==> src/rtl/clock_set_controller_if.sv <==
// Signal bundle between the clock set controller and its surroundings:
// timebase and buttons in, counter values in, counter strobes and mode out.
// The controller connects through the slave modport; whatever drives the
// buttons, tick and counter values uses the master modport.
interface clock_set_controller_if;
    logic       i_tick;
    logic       i_btn_mode;
    logic       i_btn_up;
    logic       i_btn_down;
    logic [7:0] i_sec_q;
    logic [7:0] i_min_q;
    logic [7:0] i_hr_q;

    logic       o_sec_ena;
    logic       o_min_ena;
    logic       o_hr_ena;
    logic       o_up;
    logic       o_down;
    logic       o_sec_wr;
    logic [7:0] o_wr_data;
    logic [1:0] o_mode;

    modport slave (
        input  i_tick, i_btn_mode, i_btn_up, i_btn_down,
        input  i_sec_q, i_min_q, i_hr_q,
        output o_sec_ena, o_min_ena, o_hr_ena, o_up, o_down,
        output o_sec_wr, o_wr_data, o_mode
    );

    modport master (
        output i_tick, i_btn_mode, i_btn_up, i_btn_down,
        output i_sec_q, i_min_q, i_hr_q,
        input  o_sec_ena, o_min_ena, o_hr_ena, o_up, o_down,
        input  o_sec_wr, o_wr_data, o_mode
    );
endinterface

==> src/rtl/clock_set_controller.sv <==
// Time-of-day set controller: forwards the 1 Hz tick with BCD carries in RUN,
// turns up/down presses into auto-repeating steps in the SET modes, and
// clears the seconds counter when setting ends.
//
// state      | meaning
// -----------+-------------------------------------------------------------
// ST_RUN     | clock running; tick forwarded with carries, up/down ignored
// ST_SET_HR  | clock stopped; up/down steps go to the hours counter
// ST_SET_MIN | clock stopped; up/down steps go to the minutes counter
module clock_set_controller #(
    parameter int HOLD_CYCLES   = 50_000_000,
    parameter int REPEAT_CYCLES = 10_000_000,
    parameter int TIMEOUT_TICKS = 30
) (
    input logic                    i_clk,
    input logic                    i_reset,
    clock_set_controller_if.slave  bus
);

    localparam int RPT_MAX = (HOLD_CYCLES > REPEAT_CYCLES) ? HOLD_CYCLES : REPEAT_CYCLES;
    localparam int RPT_W   = $clog2(RPT_MAX + 1);
    localparam int TO_W    = $clog2(TIMEOUT_TICKS + 1);

    typedef enum logic [1:0] {
        ST_RUN     = 2'b00,
        ST_SET_HR  = 2'b01,
        ST_SET_MIN = 2'b10
    } state_t;

    state_t             state_q, state_d;
    logic               mode_prev_q, up_prev_q, down_prev_q;
    logic [RPT_W-1:0]   rpt_q, rpt_d;
    logic               lock_q, lock_d;
    logic [TO_W-1:0]    to_q, to_d;
    logic               sec_ena_q, sec_ena_d;
    logic               min_ena_q, min_ena_d;
    logic               hr_ena_q, hr_ena_d;
    logic               up_q, up_d;
    logic               down_q, down_d;
    logic               sec_wr_q, sec_wr_d;
    logic               step;

    logic mode_rise, up_rise, down_rise, any_btn;

    assign mode_rise = bus.i_btn_mode & ~mode_prev_q;
    assign up_rise   = bus.i_btn_up   & ~up_prev_q;
    assign down_rise = bus.i_btn_down & ~down_prev_q;
    assign any_btn   = bus.i_btn_mode | bus.i_btn_up | bus.i_btn_down;

    // Next-state, step, repeat and timeout decisions for the coming cycle.
    always_comb begin
        state_d   = state_q;
        rpt_d     = rpt_q;
        lock_d    = lock_q;
        to_d      = to_q;
        sec_ena_d = 1'b0;
        min_ena_d = 1'b0;
        hr_ena_d  = 1'b0;
        up_d      = 1'b0;
        down_d    = 1'b0;
        sec_wr_d  = 1'b0;
        step      = 1'b0;

        // Conflicting up+down locks out stepping until both are released.
        if (bus.i_btn_up && bus.i_btn_down) begin
            lock_d = 1'b1;
        end else if (!bus.i_btn_up && !bus.i_btn_down) begin
            lock_d = 1'b0;
        end

        case (state_q)
            ST_RUN: begin
                rpt_d = '0;
                to_d  = '0;
                if (mode_rise) begin
                    state_d = ST_SET_HR;
                end else if (bus.i_tick) begin
                    sec_ena_d = 1'b1;
                    up_d      = 1'b1;
                    min_ena_d = (bus.i_sec_q == 8'h59);
                    hr_ena_d  = (bus.i_sec_q == 8'h59) && (bus.i_min_q == 8'h59);
                end
            end

            ST_SET_HR, ST_SET_MIN: begin
                if (any_btn) begin
                    to_d = '0;
                end else if (bus.i_tick) begin
                    to_d = to_q + TO_W'(1);
                end

                if (mode_rise) begin
                    // A held step button does not keep repeating into the next mode.
                    state_d  = (state_q == ST_SET_HR) ? ST_SET_MIN : ST_RUN;
                    sec_wr_d = (state_q == ST_SET_MIN);
                    rpt_d    = '0;
                    to_d     = '0;
                end else if (!any_btn && bus.i_tick && (to_q == TO_W'(TIMEOUT_TICKS - 1))) begin
                    state_d  = ST_RUN;
                    sec_wr_d = 1'b1;
                    rpt_d    = '0;
                    to_d     = '0;
                end else begin
                    if (lock_q || !(bus.i_btn_up ^ bus.i_btn_down)) begin
                        rpt_d = '0;
                    end else if (up_rise || down_rise) begin
                        step  = 1'b1;
                        rpt_d = RPT_W'(HOLD_CYCLES);
                    end else if (rpt_q == RPT_W'(1)) begin
                        step  = 1'b1;
                        rpt_d = RPT_W'(REPEAT_CYCLES);
                    end else if (rpt_q != '0) begin
                        rpt_d = rpt_q - RPT_W'(1);
                    end

                    if (step) begin
                        up_d      = bus.i_btn_up;
                        down_d    = bus.i_btn_down;
                        hr_ena_d  = (state_q == ST_SET_HR);
                        min_ena_d = (state_q == ST_SET_MIN);
                    end
                end
            end

            default: begin
                state_d = ST_RUN;
                rpt_d   = '0;
                to_d    = '0;
            end
        endcase
    end

    // State, button history, counters and registered outputs.
    always_ff @(posedge i_clk) begin
        if (i_reset) begin
            state_q     <= ST_RUN;
            mode_prev_q <= 1'b0;
            up_prev_q   <= 1'b0;
            down_prev_q <= 1'b0;
            rpt_q       <= '0;
            lock_q      <= 1'b0;
            to_q        <= '0;
            sec_ena_q   <= 1'b0;
            min_ena_q   <= 1'b0;
            hr_ena_q    <= 1'b0;
            up_q        <= 1'b0;
            down_q      <= 1'b0;
            sec_wr_q    <= 1'b0;
        end else begin
            state_q     <= state_d;
            mode_prev_q <= bus.i_btn_mode;
            up_prev_q   <= bus.i_btn_up;
            down_prev_q <= bus.i_btn_down;
            rpt_q       <= rpt_d;
            lock_q      <= lock_d;
            to_q        <= to_d;
            sec_ena_q   <= sec_ena_d;
            min_ena_q   <= min_ena_d;
            hr_ena_q    <= hr_ena_d;
            up_q        <= up_d;
            down_q      <= down_d;
            sec_wr_q    <= sec_wr_d;
        end
    end

    assign bus.o_sec_ena = sec_ena_q;
    assign bus.o_min_ena = min_ena_q;
    assign bus.o_hr_ena  = hr_ena_q;
    assign bus.o_up      = up_q;
    assign bus.o_down    = down_q;
    assign bus.o_sec_wr  = sec_wr_q;
    assign bus.o_wr_data = 8'h00;
    assign bus.o_mode    = state_q;

endmodule

==> src/flat_wrapper.sv <==
// flat-port wrapper written by rule: the top's interface ports become plain ports
module clock_set_controller_flat 
#(
    parameter int HOLD_CYCLES   = 50_000_000,
    parameter int REPEAT_CYCLES = 10_000_000,
    parameter int TIMEOUT_TICKS = 30
)
  (i_clk, i_reset, bus_i_tick, bus_i_btn_mode, bus_i_btn_up, bus_i_btn_down, bus_i_sec_q, bus_i_min_q, bus_i_hr_q, bus_o_sec_ena, bus_o_min_ena, bus_o_hr_ena, bus_o_up, bus_o_down, bus_o_sec_wr, bus_o_wr_data, bus_o_mode);
  clock_set_controller_if bus_i ();
  input logic i_clk;
  input logic i_reset;
  input wire logic [$bits(bus_i.i_tick)-1:0] bus_i_tick;
  input wire logic [$bits(bus_i.i_btn_mode)-1:0] bus_i_btn_mode;
  input wire logic [$bits(bus_i.i_btn_up)-1:0] bus_i_btn_up;
  input wire logic [$bits(bus_i.i_btn_down)-1:0] bus_i_btn_down;
  input wire logic [$bits(bus_i.i_sec_q)-1:0] bus_i_sec_q;
  input wire logic [$bits(bus_i.i_min_q)-1:0] bus_i_min_q;
  input wire logic [$bits(bus_i.i_hr_q)-1:0] bus_i_hr_q;
  output wire logic [$bits(bus_i.o_sec_ena)-1:0] bus_o_sec_ena;
  output wire logic [$bits(bus_i.o_min_ena)-1:0] bus_o_min_ena;
  output wire logic [$bits(bus_i.o_hr_ena)-1:0] bus_o_hr_ena;
  output wire logic [$bits(bus_i.o_up)-1:0] bus_o_up;
  output wire logic [$bits(bus_i.o_down)-1:0] bus_o_down;
  output wire logic [$bits(bus_i.o_sec_wr)-1:0] bus_o_sec_wr;
  output wire logic [$bits(bus_i.o_wr_data)-1:0] bus_o_wr_data;
  output wire logic [$bits(bus_i.o_mode)-1:0] bus_o_mode;
  assign bus_i.i_tick = bus_i_tick;
  assign bus_i.i_btn_mode = bus_i_btn_mode;
  assign bus_i.i_btn_up = bus_i_btn_up;
  assign bus_i.i_btn_down = bus_i_btn_down;
  assign bus_i.i_sec_q = bus_i_sec_q;
  assign bus_i.i_min_q = bus_i_min_q;
  assign bus_i.i_hr_q = bus_i_hr_q;
  assign bus_o_sec_ena = bus_i.o_sec_ena;
  assign bus_o_min_ena = bus_i.o_min_ena;
  assign bus_o_hr_ena = bus_i.o_hr_ena;
  assign bus_o_up = bus_i.o_up;
  assign bus_o_down = bus_i.o_down;
  assign bus_o_sec_wr = bus_i.o_sec_wr;
  assign bus_o_wr_data = bus_i.o_wr_data;
  assign bus_o_mode = bus_i.o_mode;
  clock_set_controller #(.HOLD_CYCLES(HOLD_CYCLES), .REPEAT_CYCLES(REPEAT_CYCLES), .TIMEOUT_TICKS(TIMEOUT_TICKS)) u_core (.i_clk(i_clk), .i_reset(i_reset), .bus(bus_i));
endmodule
==> config.mk <==
export PLATFORM = sky130hd
export DESIGN_NAME = clock_set_controller_flat
export DESIGN_NICKNAME = d
export VERILOG_FILES = /design/src/rtl/clock_set_controller_if.sv /design/src/rtl/clock_set_controller.sv /design/src/flat_wrapper.sv
export SDC_FILE = /design/constraint.sdc
export NUM_CORES = 1
export LEC_CHECK = 0
export CELL_PAD_IN_SITES_DETAIL_PLACEMENT = 0
export CELL_PAD_IN_SITES_GLOBAL_PLACEMENT = 1
export CORE_MARGIN = 2
export CORE_UTILIZATION = 45
export CTS_CLUSTER_SIZE = 12
export DETAILED_ROUTE_END_ITERATION = 8
export DONT_BUFFER_PORTS = 1
export GPL_TIMING_DRIVEN = 0
export HOLD_SLACK_MARGIN = 0.12
export MAX_ROUTING_LAYER = met4
export PLACE_DENSITY = 0.82
export SLEW_MARGIN = 20
export SYNTH_ARGS = -nofsm -noshare
export SYNTH_HDL_FRONTEND = slang
export SYNTH_SLANG_ARGS = --single-unit
==> constraint.sdc <==
create_clock -name i_clk -period 4.75 [get_ports i_clk]
set_clock_uncertainty 0.2 [all_clocks]
set_input_delay 1.425 -clock i_clk [delete_from_list [all_inputs] [get_ports i_clk]]
set_output_delay 1.425 -clock i_clk [all_outputs]
set_load 0.05 [all_outputs]
==> flow_summary_export.csv <==
group,metric,value,unit
sta,setup_viol,0,
hold_path,holdPathEnd,"u_core.lock_q$_SDFFE_PP0P_",
detailed_routing,drc,0,
place,hpwl,3230,um
pwr,cellLeakagePower,0.972,nW
sta,worst_slew_pin_slew,0.837,ns
floorplan,die_w,74.8,um
layout,fin_area,0.00246,sq mm
clock_tree,h-tree-depth,2,
setup_path,crit-reg2reg-launch,"u_core.rpt_q[2]$_SDFFE_PP0P_",
clock_tree,cts_buffers,5,
logic_synthesis,ys.flop_type,"dfxtp_1",
setup_path,crit_path_max_incr_delay,0.51,ns
status,status,"finished clean",
setup_path,worst_ep_arrival_time,3.14,ns
detailed_routing,via_count,1754,
hold_path,hp-class,"reg -> reg",
detailed_routing,routed_wl,4350,um
layout,syn2layout_area_growth,8.75,%
flow_run,maxCapViolations,0,
setup_path,path_class,"in -> reg",
sta,period_share,65.6,%
detailed_routing,vias_per_cell,5.30,
place,portBuffers,0,
hold_path,hp-start,"u_core.lock_q$_SDFFE_PP0P_",
pwr,irDropWorstVdd,0.162,mV
setup_path,cp.required,4.77,ns
setup_path,crit_fanout,10,
clock_tree,cts_buffer_depth,2,
sta,hold-worst-slack,0.305,ns
detailed_routing,wl_per_cell,13.1,um
setup_path,cp_slowest_cell,"or3b_2",
setup_path,rrSetupSlack,2.01,ns
global_routing,antenna_found_initial,0,
global_routing,grt_overflow,0,
sta,clock.fmax,321,MHz
sta,rsz0062_at_grt,"false",
floorplan,coreArea,0.00479,sq mm
clock_tree,post_cts_buffers,0,
detailed_routing,drtAntennaViolNets,0,
setup_path,crit_chain,"ha_1, nor2b_1, nand3b_1, or3b_2, a21o_1, buf_4, a21oi_1",
global_routing,gr-usage-met2,26.3,%
clock_tree,root_buffer,"clkbuf_8",
global_routing,grt_max_degree,13,
global_routing,grt_pass1_wl,7560,um
floorplan,row_count,25,
logic_synthesis,synth_cell_type_count,58,
setup_path,rr_endpoint,"u_core.rpt_q[1]$_SDFFE_PP0P_",
clock_tree,cts_hold_buf,0,
sta,slew_violations,0,
layout,drive_gt1_share,12.5,%
floorplan,start_util,47.2,%
setup_path,worst_setup_path_end_kind,"flip-flop",
floorplan,fp.dieH,74.8,um
global_routing,grt_util_met1,24.1,%
setup_path,critPathLaunchType,"input pin",
global_routing,grt_pass1_vias,1650,
logic_synthesis,synth_edf_count,0,
layout,fin_nets,303,
clock_tree,clk_pin_slew,0.07,ns
logic_synthesis,seq_area_frac_synth,38.1,%
floorplan,io_pins,46,
place,postPlaceCellArea,0.00237,sq mm
place,gp_congestion,0.776,
layout,diodes,0,
floorplan,die_area,0.00560,sq mm
clock_tree,insertion_delay,0.29,ns
global_routing,track_usage,18.0,%
clock_tree,cts_sinks,43,
setup_path,r2r_cells,5,
clock_tree,ctsResizeCount,0,
detailed_routing,drt_iter0_markers,108,
global_routing,top_usage_layer,"met2",
logic_synthesis,synth_async_sr_flop_share,0,%
sta,fin_tns_setup,0,ns
logic_synthesis,ys_warn_count,0,
logic_synthesis,synth.avg_cell_area,9.03,sq um
clock_tree,cts_tree,"built",
logic_synthesis,netlist_area,0.00226,sq mm
hold_path,holdPathStages,2,
sta,final-hold-violation-count,0,
pwr,power.density,334,mW/mm^2
logic_synthesis,ys_seq_elements,43,
logic_synthesis,synthCells,250,
sta,min_period,3.12,ns
detailed_routing,firstDrtPassIters,4,
sta,relSlewSlack,43.7,%
global_routing,use_met3,4.82,%
cells in the mapped netlist (all sizes together) (5+ instances only):
| library cell | instances | area, sq um |
|---|---|---|
| nand3 | 7 | 35.0 |
| or4 | 6 | 52.6 |
| buf | 12 | 87.6 |
| nor3 | 13 | 76.3 |
| nand2 | 10 | 37.5 |
| xnor2 | 11 | 96.3 |
| nor2 | 29 | 119 |
| a31oi | 5 | 46.3 |
| inv | 9 | 33.8 |
| nor4 | 6 | 58.8 |
| xor2 | 11 | 96.3 |
| dfxtp | 43 | 861 |
| ha | 9 | 113 |
| a21oi | 13 | 65.1 |
| nand4 | 5 | 31.3 |
| or3 | 5 | 31.3 |
metrics by stage:
stage | std cells | util (%) | setup WS [ns] | total power, mW
floorplan | 257 | - | 1.52 | 0.570
global placement | 324 | 49.5 | 1.31 | 0.597
detailed placement | 324 | 49.5 | 1.32 | 0.598
CTS | 331 | 51.3 | 1.63 | 0.832
global route | 331 | 51.3 | 1.51 | 0.873
finish | 331 | 51.3 | 1.63 | 0.820
logic make-up after synthesis:
kind of cell    Yosys count  share of synthesized area (%)
fa+ha+maj                 9                           4.99
flops                    43                           38.1
other cells               1                          0.166
xor+xnor                 22                           8.53
simple gates            104                           27.3
buf+inv                  23                           5.71
compound gates           46                           14.2
mux                       2                          0.942
cell usage in the layout, fill, tap and decap left out, types with 3 or more instances in the layout:
cell type,n
ha_1,9
xor2_1,11
nor4bb_1,4
o21ai_0,3
nand3_1,7
dfxtp_1,43
o211ai_1,4
buf_4,9
nor4_1,4
a211oi_1,4
inv_1,9
nand2b_1,3
conb_1,8
nand4_1,5
nor2b_1,4
a21oi_1,13
nor3_1,12
xnor2_1,11
clkbuf_8,6
a31oi_1,4
nor2_1,27
or3_1,5
nand2_1,10
or4_1,4
registers in the layout, summed over array words and instances (netlist names):
signal,cells
u_core.mode_prev_q,1
u_core.down_prev_q,1
u_core.rpt_q,26
u_core.bus.o_sec_ena,1
u_core.bus.o_mode,2
u_core.up_prev_q,1
u_core.bus.o_up,1
u_core.to_q,5
u_core.bus.o_hr_ena,1
u_core.lock_q,1
u_core.bus.o_down,1
u_core.bus.o_min_ena,1
u_core.bus.o_sec_wr,1
how the worst max path moves through the flow:
stage | start | end | slack, ns | depth (start not counted)
floorplan | bus_i_btn_down | u_core.rpt_q[16]$_SDFFE_PP0P_ | 1.52 | 7
global placement | bus_i_btn_down | u_core.rpt_q[16]$_SDFFE_PP0P_ | 1.31 | 7
detailed placement | bus_i_btn_down | u_core.rpt_q[16]$_SDFFE_PP0P_ | 1.32 | 7
CTS | bus_i_btn_down | u_core.rpt_q[16]$_SDFFE_PP0P_ | 1.63 | 7
global route | bus_i_btn_down | u_core.rpt_q[16]$_SDFFE_PP0P_ | 1.51 | 7
finish | bus_i_btn_down | u_core.rpt_q[16]$_SDFFE_PP0P_ | 1.63 | 7
critical path, delay by kind of cell:
family / cells / cell delay, ns
adders and majority gates: 1 / 0.29
and+or+nand+nor: 3 / 0.93
AOI/OAI and AO/OA: 2 / 0.31
buffers and inverters: 1 / 0.17
cell type report:
class / count / area (sq um)
fillers: 488 / 2330
clock buffers: 6 / 82.6
inverters: 9 / 33.8
well taps: 67 / 83.8
flip-flops and latches: 43 / 861
multi-input cells: 191 / 1290
clock inverters: 1 / 5.00
plain buffers: 14 / 95.1
layer usage:
metal / wire length, um / part of all wire (%)
met5: 0 / 0
met4: 63 / 1.4
met3: 187 / 4.3
met2: 1850 / 43
met1: 2250 / 52
power by group:
group          internal [mW]  switching, mW  leakage (nW)  total, mW
clock                  0.114          0.115        0.0470      0.229
combinational         0.0914          0.117         0.576      0.209
sequential             0.368         0.0137         0.348      0.382
No activity file was read; power rests on OpenSTA's default activity.
